[config.mk]
export PLATFORM = sky130hd
export DESIGN_NAME = cart_mem
export DESIGN_NICKNAME = d
export VERILOG_FILES = /design/src/rtl/cart_mem_pkg.sv /design/src/rtl/cart_rr_arb3.sv /design/src/rtl/cart_mem.sv
export SDC_FILE = /design/constraint.sdc
export NUM_CORES = 1
export LEC_CHECK = 0
export ABC_AREA = 1
export CELL_PAD_IN_SITES_DETAIL_PLACEMENT = 2
export CELL_PAD_IN_SITES_GLOBAL_PLACEMENT = 2
export CORE_ASPECT_RATIO = 0.5
export CORE_MARGIN = 2
export CORE_UTILIZATION = 17
export CTS_CLUSTER_DIAMETER = 200
export DETAILED_ROUTE_END_ITERATION = 8
export PLACE_DENSITY_LB_ADDON = 0.05
export SETUP_SLACK_MARGIN = 0.5
export SLEW_MARGIN = 20
export SYNTH_ARGS = -nofsm -noshare
export SYNTH_HDL_FRONTEND = slang
export SYNTH_SLANG_ARGS = --single-unit
[constraint.sdc]
create_clock -name clk -period 8.17 [get_ports clk]
set_input_delay 2.451 -clock clk [delete_from_list [all_inputs] [get_ports clk]]
set_output_delay 2.451 -clock clk [all_outputs]
set_load 0.05 [all_outputs]
[src/rtl/cart_mem_pkg.sv]
// Shared types and constants for the cartridge memory responder.
// Channel ids, FSM encoding and iNES header field positions.
package cart_mem_pkg;

    typedef enum logic [1:0] {
        CH_PRG    = 2'd0,
        CH_CROM   = 2'd1,
        CH_CHRRAM = 2'd2
    } ch_e;

    typedef enum logic {
        ST_IDLE = 1'b0,
        ST_BUSY = 1'b1
    } state_e;

    localparam int          EXT_AW_DEF      = 23;
    localparam logic [22:0] CHRRAM_BASE_DEF = 23'h7FE000;

    localparam int HDR_PRG_LSB = 32;
    localparam int HDR_CHR_LSB = 40;
    localparam int HDR_FLD_W   = 8;
    // PRG size is counted in 16 KiB units, so CHR ROM starts at size << 14.
    localparam int PRG_BANK_SH = 14;

    function automatic ch_e rr_next(input ch_e c);
        unique case (c)
            CH_PRG:    return CH_CROM;
            CH_CROM:   return CH_CHRRAM;
            CH_CHRRAM: return CH_PRG;
        endcase
    endfunction

endpackage

[src/rtl/cart_rr_arb3.sv]
// Three-way round-robin arbiter, purely combinational.
// Search begins at the channel after last_i and wraps.
module cart_rr_arb3
    import cart_mem_pkg::*;
(
    input  logic [2:0] pend_i,
    input  ch_e        last_i,
    output ch_e        gnt_o,
    output logic       vld_o
);

    ch_e c1;
    ch_e c2;
    ch_e c3;

    assign c1 = rr_next(last_i);
    assign c2 = rr_next(c1);
    assign c3 = rr_next(c2);

    always_comb begin
        gnt_o = c1;
        vld_o = 1'b1;
        if (pend_i[c1]) begin
            gnt_o = c1;
        end else if (pend_i[c2]) begin
            gnt_o = c2;
        end else if (pend_i[c3]) begin
            gnt_o = c3;
        end else begin
            vld_o = 1'b0;
        end
    end

endmodule

[src/rtl/cart_mem.sv]
// Cartridge memory responder: arbitrates PRG ROM, CHR ROM and CHR RAM
// channels onto one byte-wide external port, one transaction at a time.
module cart_mem
    import cart_mem_pkg::*;
#(
    parameter int               EXT_AW      = EXT_AW_DEF,
    parameter logic [EXT_AW-1:0] CHRRAM_BASE = EXT_AW'(CHRRAM_BASE_DEF)
) (
    input  logic              clk,
    input  logic              reset,
    input  logic [127:0]      header,
    input  logic [20:0]       promaddr,
    input  logic              promreq,
    output logic              promack,
    output logic [7:0]        promdata,
    input  logic [20:0]       cromaddr,
    input  logic              cromreq,
    output logic              cromack,
    output logic [7:0]        cromdata,
    input  logic [12:0]       chrramaddr,
    input  logic [7:0]        chrramwdata,
    input  logic              chrramwr,
    input  logic              chrramreq,
    output logic              chrramack,
    output logic [7:0]        chrramrdata,
    output logic [EXT_AW-1:0] extaddr,
    output logic [7:0]        extwdata,
    output logic              extwr,
    output logic              extreq,
    input  logic              extack,
    input  logic [7:0]        extrdata
);

    state_e            state_q, state_d;
    ch_e               grant_q, grant_d;
    ch_e               last_q, last_d;
    logic [2:0]        armed_q, armed_d;
    logic [2:0]        ack_q, ack_d;
    logic [EXT_AW-1:0] addr_q, addr_d;
    logic [7:0]        wdata_q, wdata_d;
    logic              wr_q, wr_d;
    logic              req_q, req_d;
    logic [7:0]        prd_q, prd_d;
    logic [7:0]        crd_q, crd_d;
    logic [7:0]        rrd_q, rrd_d;

    logic [2:0]        reqs;
    logic [2:0]        pend;
    ch_e               arb_gnt;
    logic              arb_vld;
    logic [EXT_AW-1:0] prg_addr;
    logic [EXT_AW-1:0] crom_addr;
    logic [EXT_AW-1:0] ram_addr;
    logic              unused_hdr;

    assign reqs = {chrramreq, cromreq, promreq};
    assign pend = reqs & armed_q;

    assign prg_addr  = EXT_AW'(promaddr);
    assign crom_addr = EXT_AW'({header[HDR_PRG_LSB +: HDR_FLD_W],
                                {PRG_BANK_SH{1'b0}}})
                     + EXT_AW'(cromaddr);
    assign ram_addr  = CHRRAM_BASE + EXT_AW'(chrramaddr);

    assign unused_hdr = ^{header[127:HDR_PRG_LSB+HDR_FLD_W],
                          header[HDR_PRG_LSB-1:0]};

    cart_rr_arb3 u_arb (
        .pend_i (pend),
        .last_i (last_q),
        .gnt_o  (arb_gnt),
        .vld_o  (arb_vld)
    );

    always_comb begin
        state_d = state_q;
        grant_d = grant_q;
        last_d  = last_q;
        addr_d  = addr_q;
        wdata_d = wdata_q;
        wr_d    = wr_q;
        req_d   = req_q;
        prd_d   = prd_q;
        crd_d   = crd_q;
        rrd_d   = rrd_q;
        ack_d   = 3'b000;
        // A low req re-arms its channel; an ack below disarms it.
        armed_d = armed_q | ~reqs;

        unique case (state_q)
            ST_IDLE: begin
                if (arb_vld) begin
                    grant_d = arb_gnt;
                    last_d  = arb_gnt;
                    req_d   = 1'b1;
                    state_d = ST_BUSY;
                    unique case (arb_gnt)
                        CH_PRG: begin
                            addr_d  = prg_addr;
                            wr_d    = 1'b0;
                            wdata_d = 8'h00;
                        end
                        CH_CROM: begin
                            addr_d  = crom_addr;
                            wr_d    = 1'b0;
                            wdata_d = 8'h00;
                        end
                        CH_CHRRAM: begin
                            addr_d  = ram_addr;
                            wr_d    = chrramwr;
                            wdata_d = chrramwdata;
                        end
                    endcase
                end
            end
            ST_BUSY: begin
                if (extack) begin
                    req_d            = 1'b0;
                    state_d          = ST_IDLE;
                    armed_d[grant_q] = 1'b0;
                    ack_d[grant_q]   = 1'b1;
                    if (!wr_q) begin
                        unique case (grant_q)
                            CH_PRG:    prd_d = extrdata;
                            CH_CROM:   crd_d = extrdata;
                            CH_CHRRAM: rrd_d = extrdata;
                        endcase
                    end
                end
            end
        endcase
    end

    always_ff @(posedge clk) begin
        if (reset) begin
            state_q <= ST_IDLE;
            grant_q <= CH_PRG;
            last_q  <= CH_CHRRAM;
            armed_q <= 3'b111;
            ack_q   <= 3'b000;
            addr_q  <= '0;
            wdata_q <= 8'h00;
            wr_q    <= 1'b0;
            req_q   <= 1'b0;
            prd_q   <= 8'h00;
            crd_q   <= 8'h00;
            rrd_q   <= 8'h00;
        end else begin
            state_q <= state_d;
            grant_q <= grant_d;
            last_q  <= last_d;
            armed_q <= armed_d;
            ack_q   <= ack_d;
            addr_q  <= addr_d;
            wdata_q <= wdata_d;
            wr_q    <= wr_d;
            req_q   <= req_d;
            prd_q   <= prd_d;
            crd_q   <= crd_d;
            rrd_q   <= rrd_d;
        end
    end

    assign promack     = ack_q[CH_PRG];
    assign cromack     = ack_q[CH_CROM];
    assign chrramack   = ack_q[CH_CHRRAM];
    assign promdata    = prd_q;
    assign cromdata    = crd_q;
    assign chrramrdata = rrd_q;
    assign extaddr     = addr_q;
    assign extwdata    = wdata_q;
    assign extwr       = wr_q;
    assign extreq      = req_q;

endmodule

==> flow_metrics.tcl <==
set metrics [dict create \
    startpoint "promreq" \
    synth_top_area_share_pct 38.9 \
    crit_path_end_kind "flip-flop" \
    synth.area.top_cells "dfxtp_1 (39%), nand2_1 (13%), nor2_1 (10%)" \
    via_count 3780 \
    p_int_mw 1.15 \
    switching_share_pct 51.8 \
    initial_utilization_pct 17.5 \
    dr.first_iter.drc_count 75 \
    ctsHoldBuffers 0 \
    io_buffers 145 \
    synth_ff_type "dfxtp_1" \
    clk_latency_ns 0.34 \
    io_pins 266 \
    period_needed_ns 5.45 \
    cts_tree "yes" \
    powerDensity_nw_per_um2 437 \
    synth_common_cells "nand2_1 (121), nor2_1 (92), dfxtp_1 (67), inv_1 (39), o21ai_0 (36)" \
    cts_resized 0 \
    numCtsBuffers 9 \
    pre_cts_ws_ns 2.19 \
    antenna_found_initial 0 \
    yosysMostFrequentCell "nand2_1" \
    placedCellCount 894 \
    syn_area_um2 3450 \
    p_leak_nw 2.25 \
    crit_type "input port to flip-flop" \
    synth_seq_area_share_pct 38.9 \
    yosysWarnings 0 \
    final_cells 910 \
    cts-htree-levels 3 \
    fin_crit_sh_pct 66.7 \
    post-cts-setup-buffer-count 0 \
    rows 36 \
    dieArea_um2 21500 \
    drt-pass1-iter-count 4 \
    cp_max_fo 22 \
    clockBufferDepth 2 \
    gp_congestion 0.711 \
    grt_pass1_vias 4018 \
    area.growth.synth_to_final_pct 59.3 \
    hp-start "armed_q[2]" \
    slew_viol_final 0 \
    slew_headroom_pct 45.3 \
    tightest_slew_ns 0.820 \
    ant_nets 0 \
    grt_max_degree 35 \
    ys_ff_latch 67 \
    nNetsFinal 859 \
    worst_slack_ns 2.72 \
    setup_tns_ns 0 \
    hold_depth 2 \
    dp.final_hpwl_mm 10.5 \
    cts.sinks 67 \
    r2r-start "grant_q[0]" \
    wl_mm 13.9 \
    placed_area_um2 5160 \
    grt_pass1_wl_mm 22.1 \
    hold_class "flip-flop to flip-flop" \
    cts-root-buf "clkbuf_16" \
    final_layout_size_suffix_gt1_share_pct 6.21 \
    pwr-share-clk_pct 18.0 \
    synth_edf_count 0 \
    final_util_pct 27.9 \
    synth_nets 719 \
    clkTransAtPathRegs_ns 0.06 \
    crit_arrival_ns 5.66 \
    status "finished, final reports clean" \
    r2r_cells 13 \
    power_mw 2.40 \
    final_area_um2 5490 \
    vdd_ir_drop_max_mv 0.216 \
    rr_endpoint "extaddr[20]" \
    clock_skew_ns 0.00827 \
    r2r_slack_ns 4.60 \
    track_usage_pct 13.3 \
    yosysUniqueCellTypes 31 \
    hold_viol 0 \
    power.switching_mw 1.24 \
    cap_violations 0 \
    wl_per_cell_um 15.3 \
    post-route-drc-count 0 \
    setup_viol 0 \
    grt_overflow 0 \
    antenna_cells 0 \
    synth_top_area_cell "dfxtp_1" \
    clock.fmax_mhz 184 \
    synth_async_sr_flop_share_pct 0 \
    finalHoldWorstSlack_ns 0.470 \
    pwr-share-seq_pct 18.9 \
    die_h_um 105 \
    avgSynthCellArea_um2 6.91 \
    vias_per_cell 4.15 \
    rsz0062_at_grt "no" \
    core_area_um2 19700 \
    fp.dieW_um 205 \
    cp-start-kind "input port" \
    syn_inst 499 \
    critPathRequiredTime_ns 8.39 \
    p_comb_share_pct 63.0 \
    whs_endpoint "armed_q[2]" \
]
==> per-layer routing <==
layer  global-route usage (%)  share of wire, %
met5                        0                 0
met3                     3.21               4.0
met4                     3.39              0.94
met2                     22.3                47
met1                     17.2                48
==> logic make-up (layout without fill, tap and decap cells) <==
family	count (synthesis)	count (layout)	synth area share (%)
adder cells (fa/ha/maj)	14	14	5.30
flip-flops	67	67	38.9
AO/OA/AOI/OAI	97	97	16.3
AND/OR/NAND/NOR	259	259	32.0
buffers and inverters	62	207	7.48
==> placed cells by master, fill, tap and decap left out, types with 2 or more instances in the layout <==
cell	netlist	routed
bufinv_16	0	2
o21ai_1	4	4
o21ai_0	36	36
dfxtp_1	67	67
ha_1	13	13
nand3_2	8	8
o21a_1	2	2
inv_1	39	39
nand2_2	2	2
a31oi_1	3	3
nand3_1	23	23
clkbuf_16	0	9
buf_4	4	5
inv_6	0	2
nand2_1	121	121
clkdlybuf4s50_1	0	145
inv_2	2	2
nor2_1	92	92
or2_2	2	2
nand4_1	4	4
nand3b_1	3	3
a22o_1	13	13
a21oi_1	35	35
==> registers in the layout, summed over array words and instances, names as in the netlist <==
register and flops:
grant_q 2, promdata 8, ack_q 3, state_q 1, last_q 1, extaddr 23
extwdata 8, extreq 1, chrramrdata 8, cromdata 8, extwr 1, armed_q 3
==> power by group through the flow <==
stage               clock (mW)  sequential (mW)  combinational, mW
floorplan                    0            0.673              0.844
global route             0.466            0.464               1.71
detailed placement           0            0.461               1.57
global placement             0            0.459               1.56
CTS                      0.453            0.455               1.57
finish                   0.432            0.453               1.51
==> final cells by class <==
cell class | count | area [um^2]
clock buffers | 9 | 225
clock inverters | 7 | 98.8
fillers | 2299 | 14200
inverters | 41 | 154
multi-input cells | 370 | 1850
flip-flops and latches | 67 | 1340
well taps | 266 | 333
repair buffers | 150 | 1490
==> critical path: stages <==
cell             delay, ns
clkdlybuf4s50_1       0.50
nand2_1               0.13
nand2_1               0.09
nand3_1               0.12
nand2_1               0.15
nor2_4                0.06
o21ai_0               0.15
nand2_1               0.13
ha_1                  0.73
inv_1                 0.57
or2_2                 0.44
nand2_1               0.08
a21oi_1               0.06
==> worst max-delay path by stage <==
| stage | end | slack [ns] | depth (start not counted) |
|---|---|---|---|
| 5_1_grt | extaddr[20] | 2.30 | 13 |
| 3_5_place_dp | extaddr[20] | 2.19 | 13 |
| 2_1_floorplan | extaddr[15] | 3.85 | 14 |
| 3_3_place_gp | extaddr[20] | 2.18 | 13 |
| 4_1_cts | extaddr[20] | 2.56 | 13 |
| 6_report | extaddr[20] | 2.72 | 13 |
(Power assumes the default switching activity.)
